[config.mk]
export PLATFORM = sky130hd
export DESIGN_NAME = expr_gen
export DESIGN_NICKNAME = d
export VERILOG_FILES = /design/src/rtl/expr_gen.sv
export SDC_FILE = /design/constraint.sdc
export NUM_CORES = 1
export LEC_CHECK = 0
export CELL_PAD_IN_SITES_DETAIL_PLACEMENT = 2
export CELL_PAD_IN_SITES_GLOBAL_PLACEMENT = 2
export CORE_MARGIN = 2
export CORE_UTILIZATION = 24
export CTS_CLUSTER_SIZE = 20
export DETAILED_ROUTE_END_ITERATION = 10
export PLACE_DENSITY_LB_ADDON = 0.12
export SETUP_SLACK_MARGIN = 0.05
export SYNTH_ARGS = -nofsm -noshare
export SYNTH_HDL_FRONTEND = slang
export SYNTH_SLANG_ARGS = --single-unit
[constraint.sdc]
create_clock -name clk -period 6.8 [get_ports clk]
set_input_delay 1.02 -clock clk [delete_from_list [all_inputs] [get_ports clk]]
set_output_delay 1.02 -clock clk [all_outputs]
set_load 0.01 [all_outputs]
[src/rtl/expr_gen.sv]
// ---------------------------------------------------------------------------
// expr_gen -- streams an arithmetic expression as ASCII characters.
//
// A request captures up to four 8-bit unsigned terms and the operators
// between them, then emits the expression one character per handshake,
// e.g. "12+0*255". Each term is printed in decimal, most significant digit
// first, with leading zeros suppressed.
//
// Ports:
//   clk        rising-edge clock
//   clr_n      synchronous active-low clear
//   start      request strobe, only honoured in IDLE
//   num_terms  number of terms minus one
//   operands   term i in bits [8i+7:8i], term 0 emitted first
//   ops        bit i: operator after term i (0 = '+', 1 = '*')
//   out_ready  sink accepts out_data this cycle
//   out_valid  out_data carries a character
//   out_data   ASCII character
//   out_last   final character of the expression
//   busy       expression in progress
//   done       one-cycle completion pulse
//
// Build option:
//   EXPR_GEN_TERM_EN  when defined, an '=' terminator follows the final
//                     term and carries out_last.
//
// state | meaning
// IDLE  | waiting for start
// DIGIT | emitting a digit of term term_idx
// OPER  | emitting the operator after term term_idx (or '=' after the last)
// FIN   | one-cycle done pulse, start ignored
// ---------------------------------------------------------------------------
module expr_gen (
    input  logic        clk,
    input  logic        clr_n,
    input  logic        start,
    input  logic [1:0]  num_terms,
    input  logic [31:0] operands,
    input  logic [2:0]  ops,
    input  logic        out_ready,
    output logic        out_valid,
    output logic [7:0]  out_data,
    output logic        out_last,
    output logic        busy,
    output logic        done
);

    typedef enum logic [1:0] {IDLE, DIGIT, OPER, FIN} state_t;

    state_t      state, state_nx;
    logic [1:0]  nt_r;
    logic [31:0] operands_r;
    logic [2:0]  ops_r;
    logic [1:0]  term_idx;
    logic [1:0]  dig_pos;      // 2 = hundreds, 1 = tens, 0 = ones
    logic [1:0]  term_nx;
    logic [7:0]  cur_val;
    logic [7:0]  nxt_val;
    logic [3:0]  ops_ext;
    logic        final_term;
    logic        xfer;

    // Position of the most significant non-zero digit; 0 prints as "0".
    function automatic logic [1:0] top_pos(input logic [7:0] v);
        if (v >= 8'd100)
            return 2'd2;
        else if (v >= 8'd10)
            return 2'd1;
        else
            return 2'd0;
    endfunction

    function automatic logic [3:0] digit_at(input logic [7:0] v, input logic [1:0] pos);
        logic [7:0] d;
        case (pos)
            2'd2:    d = v / 8'd100;
            2'd1:    d = (v / 8'd10) % 8'd10;
            default: d = v % 8'd10;
        endcase
        return d[3:0];
    endfunction

    assign term_nx    = term_idx + 2'd1;
    assign cur_val    = operands_r[{term_idx, 3'b000} +: 8];
    assign nxt_val    = operands_r[{term_nx, 3'b000} +: 8];
    assign ops_ext    = {1'b0, ops_r};
    assign final_term = (term_idx == nt_r);
    assign xfer       = out_valid & out_ready;

    always_ff @(posedge clk) begin
        if (!clr_n) begin
            state      <= IDLE;
            nt_r       <= 2'd0;
            operands_r <= 32'd0;
            ops_r      <= 3'd0;
            term_idx   <= 2'd0;
            dig_pos    <= 2'd0;
        end else begin
            state <= state_nx;
            case (state)
                IDLE: begin
                    if (start) begin
                        nt_r       <= num_terms;
                        operands_r <= operands;
                        ops_r      <= ops;
                        term_idx   <= 2'd0;
                        dig_pos    <= top_pos(operands[7:0]);
                    end
                end
                DIGIT: begin
                    if (xfer && dig_pos != 2'd0)
                        dig_pos <= dig_pos - 2'd1;
                end
                OPER: begin
                    if (xfer && !final_term) begin
                        term_idx <= term_nx;
                        dig_pos  <= top_pos(nxt_val);
                    end
                end
                default: ;
            endcase
        end
    end

    always_comb begin
        state_nx  = state;
        out_valid = 1'b0;
        out_data  = 8'h00;
        out_last  = 1'b0;
        busy      = 1'b0;
        done      = 1'b0;
        case (state)
            IDLE: begin
                if (start)
                    state_nx = DIGIT;
            end
            DIGIT: begin
                out_valid = 1'b1;
                busy      = 1'b1;
                out_data  = 8'h30 | {4'h0, digit_at(cur_val, dig_pos)};
`ifdef EXPR_GEN_TERM_EN
                // The terminator always follows the last digit of the final term.
                if (xfer && dig_pos == 2'd0)
                    state_nx = OPER;
`else
                out_last = final_term && (dig_pos == 2'd0);
                if (xfer && dig_pos == 2'd0)
                    state_nx = final_term ? FIN : OPER;
`endif
            end
            OPER: begin
                out_valid = 1'b1;
                busy      = 1'b1;
                // OPER on the final term only occurs with the terminator enabled.
                if (final_term) begin
                    out_data = 8'h3D;
                    out_last = 1'b1;
                end else begin
                    out_data = ops_ext[term_idx] ? 8'h2A : 8'h2B;
                end
                if (xfer)
                    state_nx = final_term ? FIN : DIGIT;
            end
            FIN: begin
                done     = 1'b1;
                state_nx = IDLE;
            end
            default: state_nx = IDLE;
        endcase
    end

endmodule

==> Word-level counts from Yosys, hierarchy flattened <==
Cells that the tools add are included.
{ "totals": {"ff_bits": 43, "latchBits": 0, "ram_bits": 0, "romBits": 0, "input_bits": 41, "output_inout_bits": 12, "elab_cells": 73, "memories": 0} }
{ "classes": {"addsub": 2, "multipliers": 0, "div_mod_pow": 4, "magnitude_cmp": 5, "n_eq_ne": 11, "shifts": 2, "n_mux": 27, "bitwise": 1, "n_reduce_logical": 15} }
{ "op_table": {"columns": ["operator", "count"], "rows": [
  ["$shiftx 32x6->8", 2],
  ["$mux 2", 11],
  ["$ge 8x4->1 const B", 2],
  ["$ge 8x7->1 const B", 2],
  ["$mod 8x4->8 const B", 2],
  ["$pmux 6 s2", 1],
  ["$ne 2x2->1 const B", 5],
  ["$div 8x4->8 const B", 1],
  ["$div 8x7->8 const B", 1],
  ["$mux 1", 8],
  ["$pmux 2 s4", 1],
  ["$pmux 4 s2", 1],
  ["$eq 2x2->1 const B", 3],
  ["$pmux 2 s3", 1],
  ["$reduce_and 3->1", 2],
  ["$mux 5", 1],
  ["$eq 2x1->1 const B", 2],
  ["$logic_and 1x1->1", 4],
  ["$logic_not 2->1", 2],
  ["$pmux 2 s2", 1],
  ["$reduce_and 4->1", 1],
  ["$reduce_bool 2->1", 2],
  ["$lt 2x3->1 const B", 1],
  ["$reduce_bool 3->1", 1],
  ["9 further kinds", 9]
]} }

==> Depth between registers and ports, before layout <==
Gate-level depths: netlist of the first run.
{ "logic_depth": {"depth_word": 7, "depth_mapped": 16, "ltp_nobuf": 14} }

==> Least setup slack after synthesis of the first run <==
OpenSTA, ideal clock, no wires.
{ "synth_timing": {"path_kind": "register -> output", "from": "register term_idx[0]", "to": "output port out_data[2]", "arrival_time_ns": 3.769, "setup_slack_ns": 2.011, "path_stages_with_launch": 14, "path_buffers": 3, "path_cell_list": "dfxtp_1 mux4_1 buf_2 clkbuf_1 a2111oi_0 a21oi_1 nand2_1 clkbuf_1 ha_1 a21boi_0 o311ai_4 a211o_1 and4_1 a2111oi_2"} }
{ "synth_via": {"elab_chain_cells": 5, "word_cells_on_any_way": 9, "cone_classes": "4 x div; 1 x eq/ne; 1 x shift; 3 x mux"} }
{ "synth_rtl": {"columns": ["element", "line_no", "rtl"], "rows": [
  ["start, declared", "54", "logic [1:0] term_idx;"],
  ["start signal, assigned", "116", "term_idx <= term_nx;"],
  ["$shiftx 32x6->8", "84", "assign cur_val = operands_r[{term_idx, 3'b000} +: 8];"],
  ["$div 8x4->8", "77", "2'd1: d = (v / 8'd10) % 8'd10;"],
  ["$mod 8x4->8", "77", null],
  ["$pmux 4 s2", "75", "case (pos)"],
  ["$pmux 6 s2 *", "132", "case (state)"],
  ["end, declared", "42", "output logic [7:0] out_data,"]
]} }
Every way passes the cells marked *; elsewhere a longest branch is shown, timed or not.

==> Worst setup path in the final report of the first run <==
Ends and elaborated chain as after synthesis.

==> results.toml, run 1 <==
[run_status]
status = "complete, no violations"

[floorplan]
std_cell_rows = 43
die_y_um = 123
die_area_um2 = 15000
die_w_um = 123
core_um2 = 13800
top_level_ports = 53
initial_utilization = 0.244

[setup_path]
r2r_setup_slack_ns = 3.92
reg2reg_from = "term_idx[0]$_SDFFE_PN0P_"
reg2reg_to = "dig_pos[0]$_SDFFE_PN0P_"
cp-start-kind = "register"
critPathKind = "reg2out"
critPathArrivalTime_ns = 5.24
crit_required_ns = 5.78
r2r_cells = 8
crit_path_end = "out_data[2]"
worstPathMaxFanout = 15
startpoint = "term_idx[0]$_SDFFE_PN0P_"
end_kind = "output pin"

[power]
worst_ir_drop_vdd_v = 0.000111
p_total_mw = 1.44
power_leakage_nw = 1.47
p_per_area_nw_per_um2 = 345

[synthesis]
yosys_most_used_dff = "dfxtp_1"
synth.yosys.seq_area_share = 0.255
synthArstFlopShare = 0
synth_edf_count = 0
synth_area_um2 = 3380
synth_warnings = 0
synthCells = 428
ys_ff_latch = 43
synthDistinctLibCells = 65
syn_area_per_cell_um2 = 7.89

[cts]
cts_tree = "done"
path_clk_slew_ns = 0.06
cts_setup_buffers = 0
cts_resized = 0
cts.sinks = 43
numCtsBuffers = 5
cts_buffer_depth = 2
cts_root_buf = "clkbuf_16"
htree_levels = 2
cts_hold_buf = 0
clk_latency_ns = 0.29

[detailed_routing]
ant_nets = 0
wire_per_inst_um = 17.5
vias = 3273
drt_wl_total_um = 11300
drt_iter0_markers = 174
dr.pass1.iters = 4
drc = 0
routed_via_density = 5.09

[placed_design]
place_congestion = 0.810
postPlaceCellArea_um2 = 4020
pre_cts_slack_ns = 0.828
dp.cells = 636
place_hpwl_um = 8820
portBuffers = 50

[global_routing]
grt_pass1_wl_um = 18300
antenna_found_initial = 0
gr-usage-all-layers = 0.157
grt_remaining_overflow = 0
grt_max_degree = 44
first_global_vias = 3438

[finish]
diodes = 0
final_cell_area_um2 = 4180
finish.net_count = 516
syn2layout_area_growth_pct = 23.8
fill_cells = 1573
drive_gt1_frac = 0.0734
instances_no_fill = 643
finish.utilization = 0.303

[sta]
period_minus_slack_ns = 6.26
slew_violations = 0
worst_pin_slew_ns = 0.590
timing.final.crit_share = 0.921
fmax_mhz = 160
slew-limit-headroom = 0.606
fin_skew_ns = 0.00433
rsz0062_at_grt = "no"
setup_viol = 0
finalHoldViolations = 0
tns_ns = 0
holdWs_ns = 0.477
fin_ws_ns = 0.538

[min_path]
min_path_type = "reg2reg"
whs_path_depth = 2

[run]
cap_viol_max_count = 0
==> worst min path at each step <==
stage / start / slack, ns / end
after floorplan: operands_r[16]$_SDFFE_PN0P_ / 0.44 / operands_r[16]$_SDFFE_PN0P_
after global placement: operands_r[16]$_SDFFE_PN0P_ / 0.46 / operands_r[16]$_SDFFE_PN0P_
after detailed placement: operands_r[8]$_SDFFE_PN0P_ / 0.48 / operands_r[8]$_SDFFE_PN0P_
after CTS: operands_r[8]$_SDFFE_PN0P_ / 0.48 / operands_r[8]$_SDFFE_PN0P_
after global routing: ops_r[0]$_SDFFE_PN0P_ / 0.51 / ops_r[0]$_SDFFE_PN0P_
final: operands_r[8]$_SDFFE_PN0P_ / 0.48 / operands_r[8]$_SDFFE_PN0P_
==> Yosys cell counts, types with 3 or more instances <==
library cell | number | area (um^2)
nor2_1 | 19 | 71.3
mux2i_1 | 6 | 60.1
xor2_1 | 3 | 26.3
nor3_1 | 7 | 35.0
clkbuf_1 | 17 | 63.8
a21oi_1 | 18 | 90.1
buf_2 | 4 | 20.0
inv_1 | 16 | 60.1
a22oi_1 | 4 | 30.0
nand2_1 | 97 | 364
a221oi_1 | 4 | 35.0
o221ai_1 | 4 | 35.0
nand3_1 | 12 | 60.1
o211ai_1 | 3 | 22.5
o21ai_0 | 22 | 110
buf_1 | 5 | 18.8
buf_4 | 4 | 30.0
ha_1 | 12 | 150
nor2b_1 | 6 | 37.5
o311a_1 | 3 | 30.0
a21boi_0 | 39 | 293
dfxtp_1 | 43 | 861
mux4_2 | 12 | 270
nand2b_1 | 8 | 50.1
nor3b_1 | 3 | 22.5
==> power by group <==
group / leakage [nW] / internal [mW] / switching [mW] / total (mW)
Combinational: 1.04 / 0.332 / 0.490 / 0.822
Clock: 0.0769 / 0.171 / 0.0972 / 0.269
Sequential: 0.353 / 0.302 / 0.0513 / 0.353
Total: 1.47 / 0.805 / 0.639 / 1.44
==> worst max-delay path, stage by stage, from the launching register on <==
cell,delay (ns)
dfxtp_1,0.53
mux4_1,0.89
nand2b_1,0.39
o21ai_0,0.29
a22oi_1,0.11
o2111ai_1,0.42
inv_1,0.19
ha_1,0.26
a21boi_0,0.18
o311ai_4,0.38
o2111ai_1,0.18
and4_1,0.24
a2111oi_2,0.32
clkdlybuf4s50_1,0.59
==> cells in the final DEF, fill, tap and decap left out, types with 3 or more instances in the layout <==
cell type	instances
nand2_1	97
clkdlybuf4s50_1	50
dfxtp_1	43
a21boi_0	39
o21ai_0	22
nor2_1	19
a21oi_1	18
inv_1	16
mux4_2	12
nand3_1	12
ha_1	12
nand2b_1	8
buf_4	8
nor3_1	7
nor2b_1	6
mux2i_1	6
clkbuf_16	5
a22oi_1	4
o221ai_1	4
a221oi_1	4
xor2_1	3
nor3b_1	3
o211ai_1	3
o311a_1	3
==> registers in the layout, summed over array words and instances, names as in the netlist <==
name / count
nt_r: 2
dig_pos: 2
operands_r: 32
state: 2
term_idx: 2
ops_r: 3
==> cell families (layout without fill, tap and decap cells) <==
family | count (synthesis) | after routing | share of synthesized area
buf+inv | 48 | 82 | 0.0615
xor+xnor | 4 | 4 | 0.0104
compound gates | 127 | 127 | 0.274
fa+ha+maj | 12 | 12 | 0.0444
simple gates | 171 | 171 | 0.233
flops | 43 | 43 | 0.255
other cells | 1 | 2 | 0.00111
mux | 22 | 22 | 0.120
==> per-layer routing <==
layer  routed length [um]  global-route usage  vias to the layer above
li1                     -                   -                     1613
met1                 5550               0.219                     1619
met2                 5360               0.260                       36
met3                  231              0.0163                        5
met4                  104              0.0345                        0
met5                    0                   0                        -
==> layout make-up <==
cell class                 instances  area, um^2  area share
clock inverter                     1        30.0     0.00718
tap                              180         225      0.0538
inverter                          17        63.8      0.0153
sequential                        43         861       0.206
clock buffer                       6         129      0.0308
timing repair buffer              58         561       0.134
multi-input combinational        338        2310       0.553
Power figures use the tool's default switching activity.
==> run 2: changes to the inputs <==
--- a/config.mk
+++ b/config.mk
@@ -5,6 +5,7 @@
 export SDC_FILE = /design/constraint.sdc
 export NUM_CORES = 1
 export LEC_CHECK = 0
+export CAP_MARGIN = 20
 export CELL_PAD_IN_SITES_DETAIL_PLACEMENT = 2
 export CELL_PAD_IN_SITES_GLOBAL_PLACEMENT = 2
 export CORE_MARGIN = 2
==> results of run 2 <==
Same layout as run 1: the final DEF is identical, and so are final timing and power.
==> run 3: changes to the inputs <==
--- a/config.mk
+++ b/config.mk
@@ -12,6 +12,7 @@
 export CORE_UTILIZATION = 24
 export CTS_CLUSTER_SIZE = 20
 export DETAILED_ROUTE_END_ITERATION = 10
+export HOLD_SLACK_MARGIN = 0.05
 export PLACE_DENSITY_LB_ADDON = 0.12
 export SETUP_SLACK_MARGIN = 0.05
 export SYNTH_ARGS = -nofsm -noshare
==> constraint.sdc (replaced) <==
create_clock -name clk -period 6.08 [get_ports clk]
set_input_delay 0.912 -clock clk [delete_from_list [all_inputs] [get_ports clk]]
set_output_delay 0.912 -clock clk [all_outputs]
set_load 0.01 [all_outputs]
==> run 3 against run 2 <==
Via count grew 1.7%. Wire length rose by 6.6%. Combinational power increased by 15%. Critical endpoint unchanged.
==> results.toml, run 3 (synthesis gave the netlist of run 1 again) <==
[detailed_routing]
drc = 0
routed_via_density = 5.10
wire_per_inst_um = 18.4
drt_iter0_markers = 152
ant_nets = 0
vias = 3330
dr.pass1.iters = 4
drt_wl_total_um = 12000

[sta]
slew-limit-headroom = 0.627
timing.final.crit_share = 0.932
fin_ws_ns = 0.413
fmax_mhz = 176
finalHoldViolations = 0
rsz0062_at_grt = "no"
period_minus_slack_ns = 5.67
tns_ns = 0
slew_violations = 0
worst_pin_slew_ns = 0.557
fin_skew_ns = 0.00760
setup_viol = 0

[global_routing]
grt_pass1_wl_um = 19300
antenna_found_initial = 0
first_global_vias = 3561
grt_max_degree = 44
gr-usage-all-layers = 0.166
grt_remaining_overflow = 0

[setup_path]
end_kind = "output pin"
crit_required_ns = 5.17
worstPathMaxFanout = 22
cp-start-kind = "register"
critPathKind = "reg2out"
critPathArrivalTime_ns = 4.75

[floorplan]
std_cell_rows = 43
top_level_ports = 53
core_um2 = 13800
die_w_um = 123
die_area_um2 = 15000
die_y_um = 123
initial_utilization = 0.244

[run_status]
status = "complete, no violations"

[finish]
fill_cells = 1589
final_cell_mix = "nand2_1, clkdlybuf4s50_1, dfxtp_1"
top_register = "operands_r"
register_area_um2 = 861
layout_commonest_cell = "nand2_1"
multi_input_area_um2 = 2350
diodes = 0
syn2layout_area_growth_pct = 27.3
final_cell_area_um2 = 4300
reg_top3 = "operands_r x32, ops_r x3"
drive_gt1_frac = 0.104
largest_reg_flops = 32
finish.net_count = 525

[placed_design]
portBuffers = 50
postPlaceCellArea_um2 = 4040
place_congestion = 0.811
pre_cts_slack_ns = 0.381
place_hpwl_um = 9020

[cts]
cts_tree = "done"
cts_root_buf = "clkbuf_16"
clk_latency_ns = 0.29
path_clk_slew_ns = 0.06
numCtsBuffers = 5
cts.sinks = 43
cts_hold_buf = 0
htree_levels = 2
cts_buffer_depth = 2

[power]
p_per_area_nw_per_um2 = 388
power_leakage_nw = 1.53
worst_ir_drop_vdd_v = 0.000112
p_total_mw = 1.67

[min_path]
min_path_type = "reg2reg"

[run]
cap_viol_max_count = 0
==> run 3: area by class of cell <==
| type | instances | share of cell area |
|---|---|---|
| flip-flops and latches | 43 | 0.200 |
| repair buffers | 66 | 0.145 |
| well taps | 180 | 0.0524 |
| clock buffers | 6 | 0.0323 |
| clock inverters | 2 | 0.00902 |
| inverters | 17 | 0.0148 |
| multi-input cells | 339 | 0.546 |
==> run 3: final timing paths <==
check                           start                 endpoint  slack, ns  cells past startpoint
max          term_idx[0]$_SDFFE_PN0P_              out_data[2]       0.41                     14
min             ops_r[0]$_SDFFE_PN0P_    ops_r[0]$_SDFFE_PN0P_       0.47                      2
min reg2reg     ops_r[0]$_SDFFE_PN0P_    ops_r[0]$_SDFFE_PN0P_       0.47                      2
max reg2reg  term_idx[0]$_SDFFE_PN0P_  dig_pos[0]$_SDFFE_PN0P_       3.48                      7
==> run 3: worst max-delay path: stages (launching register included) <==
cell	delay, ns
dfxtp_1	0.44
buf_6	0.25
mux4_2	0.54
buf_4	0.23
nor4b_2	0.33
a2111oi_0	0.11
a21oi_1	0.24
nand2_2	0.20
ha_1	0.28
a21boi_1	0.16
o311ai_4	0.34
o2111ai_1	0.17
and4_1	0.24
a2111oi_2	0.34
clkdlybuf4s50_1	0.59
==> run 3: through the flow <==
step,utilization,instances,hold slack (ns)
after CTS,0.307,647,0.480
after detailed placement,0.292,638,0.473
after floorplan,-,429,0.440
final,0.311,653,0.471
after global placement,0.292,638,0.459
after global routing,0.311,653,0.508
==> run 3: layer usage <==
metal	global-route usage	wire (um)
met1	0.224	5950
met2	0.275	5530
met3	0.0186	246
met4	0.0582	263
met5	0	0
==> run 3: what timing repair did <==
| item | in CTS | in global routing |
|---|---|---|
| endpoints found under the setup margin | 1 | 2 |
| gates cloned | 1 | 0 |
| buffers inserted | 0 | 6 |
| gates resized for setup | 0 | 7 |
==> run 3: power by group <==
group / total [mW] / internal, mW / leakage (nW) / switching [mW]
Clock: 0.325 / 0.207 / 0.0875 / 0.119
Combinational: 0.946 / 0.390 / 1.09 / 0.557
Sequential: 0.396 / 0.337 / 0.353 / 0.0585
